### config.mk
export PLATFORM = sky130hd
export DESIGN_NAME = mem_arbiter_flat
export DESIGN_NICKNAME = d
export VERILOG_FILES = /design/src/rtl/cpu_mem_pkg.sv /design/src/rtl/mem_arbiter_if.sv /design/src/rtl/mem_arbiter_rr_arb2.sv /design/src/rtl/mem_arbiter.sv /design/src/flat_wrapper.sv
export SDC_FILE = /design/constraint.sdc
export NUM_CORES = 1
export LEC_CHECK = 0
export BUFFER_PORTS_ARGS = -buffer_cell sky130_fd_sc_hd__buf_2
export CORE_ASPECT_RATIO = 0.75
export CORE_MARGIN = 1.5
export CORE_UTILIZATION = 34
export CTS_CLUSTER_DIAMETER = 40
export CTS_CLUSTER_SIZE = 10
export DETAILED_ROUTE_END_ITERATION = 8
export GPL_ROUTABILITY_DRIVEN = 0
export PLACE_DENSITY = 0.62
export SLEW_MARGIN = 20
export SYNTH_ARGS = -nofsm -noshare
export SYNTH_HDL_FRONTEND = slang
export SYNTH_SLANG_ARGS = --single-unit
### constraint.sdc
create_clock -name CLK -period 3.6 [get_ports CLK]
set_input_delay 0 -clock CLK [delete_from_list [all_inputs] [get_ports CLK]]
set_output_delay 0 -clock CLK [all_outputs]
set_load 0.01 [all_outputs]
### src/rtl/cpu_mem_pkg.sv
// Shared constants for the CPU memory subsystem: data width, memory depth
// and the arbiter FSM state encoding.
package cpu_mem_pkg;

  localparam int DATA_W    = 16;
  localparam int MEM_WORDS = 1024;

  typedef logic [DATA_W-1:0] word_t;

  localparam logic [1:0] ST_IDLE  = 2'd0;
  localparam logic [1:0] ST_ISSUE = 2'd1;
  localparam logic [1:0] ST_WAIT  = 2'd2;
  localparam logic [1:0] ST_DONE  = 2'd3;

endpackage

### src/rtl/mem_arbiter_if.sv
// Bundle of the two requester ports plus the memory-side strobes, address and data.
interface mem_arbiter_if;
  import cpu_mem_pkg::*;

  logic  req0, we0, ack0, err0;
  word_t addr0, wdata0, rdata0;
  logic  req1, we1, ack1, err1;
  word_t addr1, wdata1, rdata1;
  logic  mem_read, mem_write, busy;
  word_t mem_addr, mem_wdata, mem_rdata;

  modport slave (
    input  req0, we0, addr0, wdata0,
    input  req1, we1, addr1, wdata1,
    input  mem_rdata,
    output ack0, rdata0, err0,
    output ack1, rdata1, err1,
    output mem_read, mem_write, mem_addr, mem_wdata, busy
  );

  modport master (
    output req0, we0, addr0, wdata0,
    output req1, we1, addr1, wdata1,
    output mem_rdata,
    input  ack0, rdata0, err0,
    input  ack1, rdata1, err1,
    input  mem_read, mem_write, mem_addr, mem_wdata, busy
  );

endinterface

### src/rtl/mem_arbiter_rr_arb2.sv
// Combinational two-way picker; the round-robin pointer lives in the caller.
module rr_arb2 (
  input  logic [1:0] i_req,
  input  logic       i_lastGnt,
  input  logic       i_fixedPri,
  output logic       o_gntId
);

  always_comb begin
    o_gntId = 1'b0;
    case (i_req)
      2'b10:   o_gntId = 1'b1;
      2'b11:   o_gntId = i_fixedPri ? 1'b1 : ~i_lastGnt;
      default: o_gntId = 1'b0;
    endcase
  end

endmodule

### src/rtl/mem_arbiter.sv
// Serialises instruction-fetch (port 0) and load/store (port 1) accesses onto
// the single-port main memory, one transaction at a time.
module mem_arbiter #(
  parameter int MEM_WORDS = cpu_mem_pkg::MEM_WORDS,
  parameter bit FIXED_PRI = 1'b0
) (
  input logic          CLK,
  input logic          reset,
  mem_arbiter_if.slave bus
);
  import cpu_mem_pkg::*;

  localparam logic [DATA_W:0] LP_LIMIT = 17'(MEM_WORDS);

  logic [1:0] r_state;
  logic       r_gntId, r_lastGnt, r_we, r_err;
  word_t      r_addr, r_wdata, r_rdata0, r_rdata1;

  logic       w_gntId, w_selWe, w_inRange, w_issue, w_done;
  word_t      w_selAddr, w_selWdata;

  rr_arb2 u_pick (
    .i_req      ({bus.req1, bus.req0}),
    .i_lastGnt  (r_lastGnt),
    .i_fixedPri (FIXED_PRI),
    .o_gntId    (w_gntId)
  );

  assign w_selWe    = w_gntId ? bus.we1    : bus.we0;
  assign w_selAddr  = w_gntId ? bus.addr1  : bus.addr0;
  assign w_selWdata = w_gntId ? bus.wdata1 : bus.wdata0;
  // Full 16-bit compare so high addresses never alias into the array.
  assign w_inRange  = {1'b0, w_selAddr} < LP_LIMIT;

  always_ff @(posedge CLK) begin
    if (reset) begin
      r_state   <= ST_IDLE;
      r_gntId   <= 1'b0;
      r_lastGnt <= 1'b1;
      r_we      <= 1'b0;
      r_err     <= 1'b0;
      r_addr    <= '0;
      r_wdata   <= '0;
      r_rdata0  <= '0;
      r_rdata1  <= '0;
    end else begin
      case (r_state)
        ST_IDLE: begin
          if (bus.req0 || bus.req1) begin
            r_gntId   <= w_gntId;
            r_lastGnt <= w_gntId;
            r_we      <= w_selWe;
            r_addr    <= w_selAddr;
            r_wdata   <= w_selWdata;
            r_err     <= ~w_inRange;
            r_state   <= w_inRange ? ST_ISSUE : ST_DONE;
          end
        end
        ST_ISSUE: r_state <= r_we ? ST_DONE : ST_WAIT;
        ST_WAIT: begin
          if (r_gntId) r_rdata1 <= bus.mem_rdata;
          else         r_rdata0 <= bus.mem_rdata;
          r_state <= ST_DONE;
        end
        ST_DONE: begin
          r_err   <= 1'b0;
          r_state <= ST_IDLE;
        end
        default: r_state <= ST_IDLE;
      endcase
    end
  end

  // Strobes and acks are masked by reset so an abort never strobes or completes.
  assign w_issue = (r_state == ST_ISSUE) && !reset;
  assign w_done  = (r_state == ST_DONE)  && !reset;

  assign bus.mem_read  = w_issue && !r_we;
  assign bus.mem_write = w_issue &&  r_we;
  assign bus.mem_addr  = r_addr;
  assign bus.mem_wdata = r_wdata;
  assign bus.busy      = (r_state != ST_IDLE);
  assign bus.ack0      = w_done && !r_gntId;
  assign bus.ack1      = w_done &&  r_gntId;
  assign bus.err0      = w_done && !r_gntId && r_err;
  assign bus.err1      = w_done &&  r_gntId && r_err;
  assign bus.rdata0    = r_rdata0;
  assign bus.rdata1    = r_rdata1;

endmodule
### src/flat_wrapper.sv
// flat-port wrapper written by rule: the top's interface ports become plain ports
module mem_arbiter_flat import cpu_mem_pkg::*;
#(
  parameter int MEM_WORDS = cpu_mem_pkg::MEM_WORDS,
  parameter bit FIXED_PRI = 1'b0
)
  (CLK, reset, bus_req0, bus_we0, bus_addr0, bus_wdata0, bus_req1, bus_we1, bus_addr1, bus_wdata1, bus_mem_rdata, bus_ack0, bus_rdata0, bus_err0, bus_ack1, bus_rdata1, bus_err1, bus_mem_read, bus_mem_write, bus_mem_addr, bus_mem_wdata, bus_busy);
  mem_arbiter_if bus_i ();
  input logic CLK;
  input logic reset;
  input wire logic [$bits(bus_i.req0)-1:0] bus_req0;
  input wire logic [$bits(bus_i.we0)-1:0] bus_we0;
  input wire logic [$bits(bus_i.addr0)-1:0] bus_addr0;
  input wire logic [$bits(bus_i.wdata0)-1:0] bus_wdata0;
  input wire logic [$bits(bus_i.req1)-1:0] bus_req1;
  input wire logic [$bits(bus_i.we1)-1:0] bus_we1;
  input wire logic [$bits(bus_i.addr1)-1:0] bus_addr1;
  input wire logic [$bits(bus_i.wdata1)-1:0] bus_wdata1;
  input wire logic [$bits(bus_i.mem_rdata)-1:0] bus_mem_rdata;
  output wire logic [$bits(bus_i.ack0)-1:0] bus_ack0;
  output wire logic [$bits(bus_i.rdata0)-1:0] bus_rdata0;
  output wire logic [$bits(bus_i.err0)-1:0] bus_err0;
  output wire logic [$bits(bus_i.ack1)-1:0] bus_ack1;
  output wire logic [$bits(bus_i.rdata1)-1:0] bus_rdata1;
  output wire logic [$bits(bus_i.err1)-1:0] bus_err1;
  output wire logic [$bits(bus_i.mem_read)-1:0] bus_mem_read;
  output wire logic [$bits(bus_i.mem_write)-1:0] bus_mem_write;
  output wire logic [$bits(bus_i.mem_addr)-1:0] bus_mem_addr;
  output wire logic [$bits(bus_i.mem_wdata)-1:0] bus_mem_wdata;
  output wire logic [$bits(bus_i.busy)-1:0] bus_busy;
  assign bus_i.req0 = bus_req0;
  assign bus_i.we0 = bus_we0;
  assign bus_i.addr0 = bus_addr0;
  assign bus_i.wdata0 = bus_wdata0;
  assign bus_i.req1 = bus_req1;
  assign bus_i.we1 = bus_we1;
  assign bus_i.addr1 = bus_addr1;
  assign bus_i.wdata1 = bus_wdata1;
  assign bus_i.mem_rdata = bus_mem_rdata;
  assign bus_ack0 = bus_i.ack0;
  assign bus_rdata0 = bus_i.rdata0;
  assign bus_err0 = bus_i.err0;
  assign bus_ack1 = bus_i.ack1;
  assign bus_rdata1 = bus_i.rdata1;
  assign bus_err1 = bus_i.err1;
  assign bus_mem_read = bus_i.mem_read;
  assign bus_mem_write = bus_i.mem_write;
  assign bus_mem_addr = bus_i.mem_addr;
  assign bus_mem_wdata = bus_i.mem_wdata;
  assign bus_busy = bus_i.busy;
  mem_arbiter #(.MEM_WORDS(MEM_WORDS), .FIXED_PRI(FIXED_PRI)) u_core (.CLK(CLK), .reset(reset), .bus(bus_i));
endmodule
==> results of run 1 <==
[what timing repair did]
action / CTS / global route
hold endpoints to repair: 65 / 0
hold buffers: 82 / 0
setup endpoints to repair: 0 / 0
[area by class of cell]
type                            count  area [um2]
Fill cell                         861        3981
Multi-Input combinational cell    273        1623
Timing Repair Buffer              241        1639
Tap cell                          128       160.2
Inverter                            3       11.26
Sequential cell                    70        1401
Clock buffer                       12       266.5
Clock inverter                      4       76.32
[flip-flops by register name (all words and copies together) (netlist names)]
signal / flops
u_core.bus.mem_addr: 16
u_core.r_gntId: 1
u_core.bus.rdata0: 16
u_core.r_we: 1
u_core.bus.mem_wdata: 16
u_core.r_err: 1
u_core.bus.rdata1: 16
u_core.r_lastGnt: 1
u_core.r_state: 2
[synthesized netlist by cell type, types with 3 or more instances]
cell	count
a21oi_1	37
a311oi_1	4
a311oi_2	29
and2_1	4
buf_2	10
buf_4	5
buf_6	3
clkbuf_1	8
dfxtp_1	70
ha_1	4
inv_1	3
nand2_1	113
nand2_2	19
nor2_1	35
nor3b_1	3
o21ai_0	3
or2_2	3
[placed cells by master, fill, tap and decap left out, types with 9 or more instances in the layout]
cell type      netlist  layout
buf_2               10     155
nand2_1            113     113
dlygate4sd3_1        0      82
dfxtp_1             70      70
a21oi_1             37      37
nor2_1              35      35
a311oi_2            29      29
nand2_2             19      19
clkbuf_16            0       9
[layer usage]
| metal | vias up | share of wire, % | GRT usage (%) |
|---|---|---|---|
| li1 | 1730 | - | - |
| met2 | 109 | 48 | 33.53 |
| met3 | 11 | 5.2 | 4.291 |
| met5 | - | 0.11 | 0 |
| met4 | 2 | 1.0 | 5.100 |
| met1 | 1566 | 45 | 23.64 |
[power by group through the flow]
stage / sequential (mW) / clock [mW] / combinational, mW
6_report: 1.11 / 0.995 / 1.45
5_1_grt: 1.13 / 1.05 / 1.61
4_1_cts: 1.11 / 1.02 / 1.46
3_5_place_dp: 1.12 / 0 / 1.22
3_3_place_gp: 1.12 / 0 / 1.18
2_1_floorplan: 1.20 / 0 / 0.798
[cell families (layout without fill, tap and decap cells)]
family          Yosys count  after routing  share of synthesized area (%)
simple gates            188            188                          25.46
compound gates           81             81                          22.92
flops                    70             70                          43.14
buf+inv                  34            260                          6.934
fa+ha+maj                 4              4                          1.541
[worst min path at each step]
stage	to	cells past startpoint	slack [ns]	startpoint
CTS	u_core.r_state[1]	3	0.06	bus_addr0[10]
floorplan	u_core.bus.rdata0[0]	2	0.14	bus_mem_rdata[0]
detailed placement	u_core.bus.rdata1[12]	3	0.26	bus_mem_rdata[12]
finish	u_core.r_state[1]	3	0.08	bus_addr0[10]
global placement	u_core.bus.rdata0[13]	3	0.25	bus_mem_rdata[13]
global route	u_core.r_state[1]	3	0.09	bus_addr0[10]
[worst reg2reg max path: stages (launching register included)]
cell           delay (ns)
dfxtp_1              0.34
inv_1                0.11
ha_1                 0.34
o21a_2               0.73
buf_12               0.30
nor2_1               0.09
a311oi_2             0.23
dlygate4sd3_1        0.58
[per-stage QoR]
stage / cell area (um2) / instances / power [mW] / util (%)
4_1_cts: 5177 / 731 / 3.585 / 56.53
3_5_place_dp: 4014 / 633 / 2.345 / 43.83
5_1_grt: 5177 / 731 / 3.790 / 56.53
2_1_floorplan: 3248 / 377 / 1.997 / -
6_report: 5177 / 731 / 3.559 / 56.53
3_3_place_gp: 4014 / 633 / 2.301 / 43.83
==> metrics.md, run 1 <==
| Metric | Value |
|---|---|
| Pre-antenna DRT Iters | 4 |
| CP arrival | about 3.0 ns |
| CP startpoint | u_core.r_state[0] |
| Yosys top cell area share | 43.14% |
| CP Cell Sequence | inv_1 -> ha_1 -> o21a_2 -> buf_12 -> nor2_1 -> a311oi_2 -> dlygate4sd3_1 |
| Seq pwr share | 31.2% |
| Remaining DRCs | 0 |
| Vias | approximately 3.4k |
| Slew @ Worst Pin | ~1 ns |
| Ys flop type | dfxtp_1 |
| Pleak | 2.349 nW |
| Fin crit period | 2.778 ns |
| Sequential-to-total area share from yosys stat | 43.14% |
| Port buffer count | between 150 and 200 |
| Drt wl/cell | 12.94 um |
| Reg-to-reg slack, setup | 0.82 ns |
| Fin nets | 688 |
| P per Cell Area | 687.4 nW/um2 |
| Comb power frac | 40.8% |
| # setup viols final | 0 |
| Syn Area/Cell | 8.616 um2 |
| CTS Sinks | 70 |
| Max transition margin | around a third |
| CP Buf/Inv Count | 3 |
| Routed WL | between 9000 and 10,000 um |
| Final hold violations | 0 |
| R2R Path Start | u_core.r_state[0] |
| Sw frac | between 30% and 40% |
| Inserted Diodes | 0 |
| Cell Rows | 30 |
| CTS resizes | 0 |
| Clk pin slew, worst setup/hold paths | 0.06 ns |
| Die height | 87.65 um |
| Fin Setup TNS | 0 ns |
| CP top delay family | buffers and inverters |
| Post-synthesis instance total | 377 |
| Worst path depth | 7 |
| Outcome | finished clean |
| Die Span X | 115.9 um |
| Clk_skew | 0.007511 ns |
| GRT overflow | 0 |
| Core Box Area | 9159 um2 |
| Synth area leaders | dfxtp_1 43%, a311oi_2 13%, nand2_1 13% |
| CTS tree | yes |
| Max_cap viols | 0 |
| Vias in the first global route | 3,301 |
| Remaining antenna violation count | 0 |
| Pint | 2.347 mW |
| Clk root buf | clkbuf_16 |
| First-pass GRT wire length | 15,410 um |
| Clock Tree Buf Depth | 2 |
| Setup repair bufs after CTS | 0 |
| Hold slack final | approximately 0.082 ns |
| YS warnings | 0 |
| Num CTS Buffers | 9 |
| Clock Power Share | 27.9% |
| Crit start category | flip-flop |
| Slowest CP cell | o21a_2 |
| Post-synth EDFFs | 0 |
| RSZ-0062 raised after global routing | false |
| Latest clock arrival within the worst-skew pair | between 0.3 and 0.4 ns |
| R2r worst-path depth | 7 |
| Starting Density | 35.46% |
| Initial antenna violation count | 1 |
| Critical Path RT | 3.86 ns |
| Top Ports | 157 |
| Reg-to-reg endpoint | u_core.bus.mem_addr[15] |
| Seq cells post-synth | 70 |
| Die area | 10,150 um2 |
| Share of layout cells above drive strength 1 | 38.14% |
| Crit share post-route | 77.16% |
| Area grow syn2layout | 59.40% |
| Largest stage delay on the critical path | ~0.73 ns |
| P_sw | 1.212 mW |
| Crit path capture | u_core.bus.mem_addr[15] |
| Worst slack at placement | 1.361 ns |
| Vias per cell | 4.676 |
| Final worst slack | just over 0.8 ns |
| Fin. max-slew vios | 0 |
| Largest net degree at the start of global routing | 76 |
| WS Path Type | reg2reg |
| Gr usage total | 19.04% |
| Synth cell types | 35 |
| Drt first-iter violations | 269 |
| Capturing element type of the critical path | flip-flop |
| Maximum vdd drop | 265.1 uV |
| Hold/Removal Path Class | in2reg |
| Area leader, netlist | dfxtp_1 |
| H-tree depth | 3 |
| Highest clock rate | 360.0 MHz |
| Ys async rst share | 0% |
| Syn Std Cell Area | 3248 um2 |
| Post-Syn Nets | between 400 and 500 |
| HPWL Detailed | 6095 um |
| Critical path fanouts, max | 36 |
Power figures use the tool's default switching activity.
==> run 2: changes to the inputs <==
- ABC_AREA: unset -> 1
- PLACE_DENSITY: 0.62 -> 0.63
- clock period: 3.6 -> 2.74 ns (I/O delays scaled with it)
==> metrics.md, run 2 <==
| Metric | Value |
|---|---|
| Critical Path RT | 3.00 ns (-0.86 ns) |
| Die Span X | 110.3 um (-4.8%) |
| Largest net degree at the start of global routing | 68 (-11%) |
| Slew @ Worst Pin | 0.9495 ns (-0.02589 ns) |
| Port buffer count | 156 (unchanged) |
| Final hold violations | 0 (unchanged) |
| Routed WL | 9413 um (-0.52%) |
| First-pass GRT wire length | 15,420 um (about the same) |
| Outcome | finished clean |
| Clk root buf | clkbuf_16 |
| Area grow syn2layout | 65.76% |
| Initial antenna violation count | 0 (-1) |
| FILL cells | 770 (-11%) |
| Clock Tree Buf Depth | 2 (unchanged) |
| Seq cells post-synth | 70 (unchanged) |
| FF+latch area | 1401 um2 (unchanged) |
| H-tree depth | 3 (unchanged) |
| Capturing element type of the critical path | flip-flop |
| Fin crit period | 2.308 ns |
| CTS Sinks | 70 (unchanged) |
| Starting Density | 34.85% (-0.61 points) |
| Ys flop type | dfxtp_1 |
| Remaining DRCs | 0 (unchanged) |
| Cell Rows | 29 (-3.3%) |
| Sequential-to-total area share from yosys stat | 47.76% (+4.6 points) |
| Routed wl met2 | 4630 um (+1.5%) |
| Fin. max-slew vios | 0 (unchanged) |
| Core Box Area | 8418 um2 (-8.1%) |
| Area leader, netlist | dfxtp_1 |
| # setup viols final | 0 (unchanged) |
| Synth cell types | 24 (-31%) |
| Clk_skew | 0.007409 ns (-0.0001023 ns) |
| R2r worst-path depth | 8 (+1) |
| Critical path fanouts, max | 67 (+86%) |
| Ys async rst share | 0% (unchanged) |
| Worst slack at placement | 1.071 ns (-0.2899 ns) |
| GRT overflow | 0 (unchanged) |
| Synth area leaders | dfxtp_1 48%, nand2_1 10%, o21ai_0 9.9% |
| Gr usage total | 21.03% (+2.0 points) |
| Commonest cells in the netlist | 78 x nand2_1, 70 x dfxtp_1, 70 x nor2_1, 58 x o21ai_0, 33 x a31oi_1 |
| Syn Std Cell Area | 2934 um2 (-9.7%) |
| Share of layout cells above drive strength 1 | 29.98% (-8.2 points) |
| Post-synth EDFFs | 0 (unchanged) |
| Worst Hold Path Cells | 6 (+3) |
| Clk pin slew, worst setup/hold paths | 0.06 ns (about the same) |
| Remaining antenna violation count | 0 (unchanged) |
| Crit start category | input port |
| Vias per cell | 4.749 (+1.6%) |
| Post-Syn Nets | 473 (+1.3%) |
| Final worst slack | 0.4320 ns (-0.3903 ns) |
| Latest clock arrival within the worst-skew pair | 0.32 ns (about the same) |
| P per Cell Area | 859.1 nW/um2 (+25%) |
| Multi-input logic area | 1287 um2 (-21%) |
| Commonest non-fill, non-tap cells in the layout | 156 x buf_2, 83 x dlygate4sd3_1, 78 x nand2_1 |
| CP arrival | 2.57 ns (-0.47 ns) |
| Vias | 3,443 (+0.73%) |
| Highest clock rate | 433.3 MHz |
| Crit share post-route | 84.23% |
| Fin nets | 702 (+2.0%) |
| WS Path Type | in2reg |
| Most numerous cell in the Yosys netlist | nand2_1 |
| Inserted Diodes | 0 (unchanged) |
| RSZ-0062 raised after global routing | false |
| Drt wl/cell | 12.98 um (+0.31%) |
| Commonest non-fill, non-tap cell in the layout | buf_2 |
| Num CTS Buffers | 9 (unchanged) |
| Die area | 9202 um2 (-9.4%) |
| Post-layout util | 57.77% (+1.2 points) |
| Vias in the first global route | 3,455 (+4.7%) |
| CTS resizes | 0 (unchanged) |
| Fin Setup TNS | 0 ns (unchanged) |
| Max_cap viols | 0 (unchanged) |
| Pre-antenna DRT Iters | 5 (+1) |
| Maximum vdd drop | 372.2 uV (+40%) |
| YS warnings | 0 (unchanged) |
| Top layer in use | met4 |
| Drt first-iter violations | 226 (-16%) |
| Met3 Routed Length | 459 um (-6.9%) |
| Yosys top cell area share | 47.76% (+4.6 points) |
| Hold/Removal Path Class | in2reg |
| Die height | 83.45 um (-4.8%) |
| Top Ports | 157 (unchanged) |
| Final Power | 4.178 mW (+17%) |
| Max transition margin | 36.61% (+1.8 points) |
| Pleak | 2.398 nW (+2.1%) |
| HPWL Detailed | 5798 um (-4.9%) |
| Setup repair bufs after CTS | 0 (unchanged) |
| CTS tree | yes |
| Syn Area/Cell | 7.661 um2 (-11%) |
| Post-synthesis instance total | 383 (+1.6%) |
| Metal-1 WL | 4080 um (-5.1%) |
[run 2: changes by cell type after synthesis, sizes merged, moves of 3 or more]
cell and delta:
nand2 -52, o21ai +64, a21oi -32, nor2 +35, inv +11, a311oi -33, a31oi +31, or2 -3
buf -4, nor3b -3, and2 -4, nand3 +9
[run 2: final timing paths]
check / from / to / slack (ns)
hold reg to reg: u_core.bus.rdata0[10] / u_core.bus.rdata0[10] / 0.47
setup reg to reg: u_core.r_state[1] / u_core.bus.mem_addr[0] / 0.46
hold / removal: bus_req0 / u_core.r_state[0] / 0.17
setup / recovery: reset / u_core.bus.mem_wdata[0] / 0.43
[run 2: cells by family (layout without fill, tap and decap cells)]
group / Yosys count / after routing / share of synthesized area [%]
buffers and inverters: 39 / 273 / 8.358
and+or+nand+nor: 164 / 164 / 22.22
AOI/OAI and AO/OA: 106 / 106 / 19.96
adders and majority gates: 4 / 4 / 1.706
DFF: 70 / 70 / 47.76
[run 2: critical path: stages]
cell and delay, ns:
dlygate4sd3_1 0.52, buf_2 0.19, inv_2 0.70, o21ai_0 0.27
a31oi_1 0.27, dlygate4sd3_1 0.60
[run 2: per-stage QoR]
| stage | cells | area (um2) | hold WS (ns) |
|---|---|---|---|
| 6_report | 725 | 4863 | 0.1685 |
| 5_1_grt | 725 | 4863 | 0.2056 |
| 4_1_cts | 725 | 4863 | 0.1594 |
| 3_5_place_dp | 626 | 3690 | 0.2568 |
| 3_3_place_gp | 626 | 3690 | 0.2510 |
| 2_1_floorplan | 383 | 2934 | 0.1488 |
[run 2: what timing repair did]
item / in CTS / in global routing
endpoints found under the hold margin: 69 / 0
setup endpoints to repair: 0 / 0
hold buffers: 83 / 0
[run 2: where the power goes]
part	leakage, nW	internal, mW	switching, mW
combinational	1.66	0.672	0.782
clock	0.165	0.874	0.428
sequential	0.576	1.29	0.137
[run 2: final cells by class]
type                       instances  area share (%)
multi-input combinational        274           26.47
inverter                          14           1.132
clock buffer                      12           5.480
timing repair buffer             243           33.75
tap                              108           2.779
clock inverter                     4           1.569
sequential                        70           28.81
[run 2: layer usage]
layer / track usage, % / up-vias
li1: - / 1742
met3: 5.699 / 20
met5: 0 / -
met2: 36.42 / 105
met1: 24.30 / 1576
met4: 8.275 / 0
==> run 3: changes to the inputs <==
- clock period: 2.74 -> 2.4 ns (I/O delays scaled with it)
==> metrics.md, run 3 (synthesis gave the netlist of run 2 again) <==
| Metric | Value |
|---|---|
| Gr usage total | 21.63% (+0.60 points) |
| Port buffer count | 156 (unchanged) |
| Met3 Routed Length | 518 um (+13%) |
| Largest net degree at the start of global routing | 68 (unchanged) |
| Hold/Removal Path Class | in2reg |
| Slew @ Worst Pin | 0.7763 ns (-0.1732 ns) |
| Commonest non-fill, non-tap cells in the layout | 156 x buf_2, 83 x dlygate4sd3_1, 78 x nand2_1 |
| Outcome | finished clean |
| Pre-antenna DRT Iters | 5 (unchanged) |
| Sw frac | 32.51% (+0.29 points) |
| Clk_skew | 0.007929 ns (+0.0005196 ns) |
| Pint | 3.218 mW (+14%) |
| Die area | 9202 um2 (unchanged) |
| Final hold violations | 0 (unchanged) |
| Routed wl met2 | 4626 um (about the same) |
| P_sw | 1.550 mW (+15%) |
| HPWL Detailed | 5928 um (+2.2%) |
| Crit start category | flip-flop |
| WS Path Type | reg2reg |
| Critical Path RT | 2.66 ns (-0.34 ns) |
| Worst slack at placement | 0.6269 ns (-0.4443 ns) |
| Inserted Diodes | 0 (unchanged) |
| CP arrival | 2.47 ns (-0.10 ns) |
| Hold_sp | bus_req0 |
| Clk root buf | clkbuf_16 |
| CTS Sinks | 70 (unchanged) |
| Worst Hold Path Cells | 5 (-1) |
| Clock Tree Buf Depth | 2 (unchanged) |
| Hold EP | u_core.r_state[1] |
| R2r worst-path depth | 8 (unchanged) |
| Vias in the first global route | 3,412 (-1.2%) |
| Clock Power Share | 30.0% (-1.2 points) |
| H-tree depth | 3 (unchanged) |
| Top layer in use | met4 |
| P per Cell Area | 977.2 nW/um2 (+14%) |
| Num CTS Buffers | 9 (unchanged) |
| Routed WL | 9548 um (+1.4%) |
| Cell Rows | 29 (unchanged) |
| R2R Path Start | u_core.r_state[1] |
| Comb power frac | 35.8% (+1.0 points) |
| Max transition margin | 48.25% (+12 points) |
| Drt first-iter violations | 212 (-6.2%) |
| Remaining DRCs | 0 (unchanged) |
| Pleak | 2.407 nW (+0.38%) |
| Highest clock rate | 452.7 MHz |
| Reg-to-reg slack, setup | 0.19 ns (-0.27 ns) |
| # setup viols final | 0 (unchanged) |
| Latest clock arrival within the worst-skew pair | 0.33 ns (about the same) |
| Maximum vdd drop | 400.6 uV (+7.6%) |
| Cells after DPL | 626 (unchanged) |
| Capturing element type of the critical path | flip-flop |
| Final worst slack | 0.1910 ns (-0.2409 ns) |
| Reg-to-reg endpoint | u_core.bus.mem_addr[14] |
| Vias per cell | 4.763 (+0.30%) |
| Vias | 3,463 (+0.58%) |
| Commonest non-fill, non-tap cell in the layout | buf_2 |
| Critical path fanouts, max | 18 (-73%) |
| Seq pwr share | 34.1% (about the same) |
| CTS tree | yes |
| Fin crit period | 2.209 ns |
| Metal-1 WL | 4130 um (+1.2%) |
| Area grow syn2layout | 66.27% |
| Die height | 83.45 um (unchanged) |
| Drt wl/cell | 13.13 um (+1.2%) |
| Die Span X | 110.3 um (unchanged) |
| Clk pin slew, worst setup/hold paths | 0.06 ns (about the same) |
| Share of layout cells above drive strength 1 | 30.05% (+0.065 points) |
| GRT overflow | 0 (unchanged) |
| FILL cells | 793 (+3.0%) |
| Top Ports | 157 (unchanged) |
| Max_cap viols | 0 (unchanged) |
| Fin. max-slew vios | 0 (unchanged) |
| Final std cells w/o fill | 727 (+0.28%) |
| Initial antenna violation count | 0 (unchanged) |
| Crit share post-route | 92.04% |
| Remaining antenna violation count | 0 (unchanged) |
| Fin nets | 704 (+0.28%) |
| First-pass GRT wire length | 15,810 um (+2.5%) |
| Starting Density | 34.85% (unchanged) |
| Core Box Area | 8418 um2 (unchanged) |
[run 3: power groups by stage]
stage,clock (mW),sequential (mW),combinational [mW]
3_3_place_gp,0,1.63,1.34
5_1_grt,1.52,1.66,1.91
6_report,1.43,1.63,1.71
4_1_cts,1.47,1.62,1.67
2_1_floorplan,0,1.76,0.798
3_5_place_dp,0,1.64,1.37
[run 3: layer usage]
layer / global-route usage (%) / up-vias
met5: 0 / -
met4: 9.324 / 0
met3: 4.762 / 27
met2: 36.64 / 100
met1: 26.05 / 1595
li1: - / 1741
[run 3: cell type report]
| type | instances | area [um2] | area share, % |
|---|---|---|---|
| clock buffers | 11 | 242.7 | 4.976 |
| well taps | 108 | 135.1 | 2.770 |
| flip-flops and latches | 70 | 1401 | 28.73 |
| clock inverters | 5 | 82.58 | 1.693 |
| inverters | 14 | 56.30 | 1.154 |
| multi-input cells | 274 | 1287 | 26.39 |
| repair buffers | 245 | 1673 | 34.29 |
[run 3: how the worst max path moves through the flow]
stage	start	endpoint	slack [ns]	cells past startpoint
detailed placement	u_core.r_state[1]	u_core.bus.mem_wdata[2]	0.63	7
finish	u_core.r_state[1]	u_core.bus.mem_addr[14]	0.19	8
global placement	u_core.r_state[0]	u_core.bus.mem_addr[3]	0.71	7
floorplan	u_core.r_state[0]	u_core.bus.mem_addr[10]	1.07	7
global route	u_core.r_state[0]	u_core.bus.mem_addr[14]	-0.0008	8
CTS	u_core.r_state[1]	u_core.bus.mem_addr[14]	0.07	8
[run 3: critical path: stages (launching register included)]
cell           delay (ns)
dfxtp_1              0.33
inv_1                0.11
ha_1                 0.23
inv_2                0.08
a21oi_4              0.26
buf_6                0.21
o21ai_0              0.09
a31oi_1              0.23
dlygate4sd3_1        0.59
[run 3: per-stage QoR]
step	utilization [%]	hold WS, ns	power (mW)	setup TNS [ns]	area (um2)
after global routing	57.95	0.1967	5.088	-0.0007900	4878
after detailed placement	43.98	0.2572	3.011	0	3702
after global placement	43.98	0.2489	2.978	0	3702
after CTS	57.71	0.1690	4.753	0	4858
after floorplan	-	0.1488	2.558	0	2934
final	57.95	0.1718	4.767	0	4878
[run 3: timing repair]
item,in CTS,in global routing
resized for setup,0,2
setup buffers,0,2
hold buffers,83,0
endpoints found under the setup margin,0,26
hold endpoints to repair,69,0
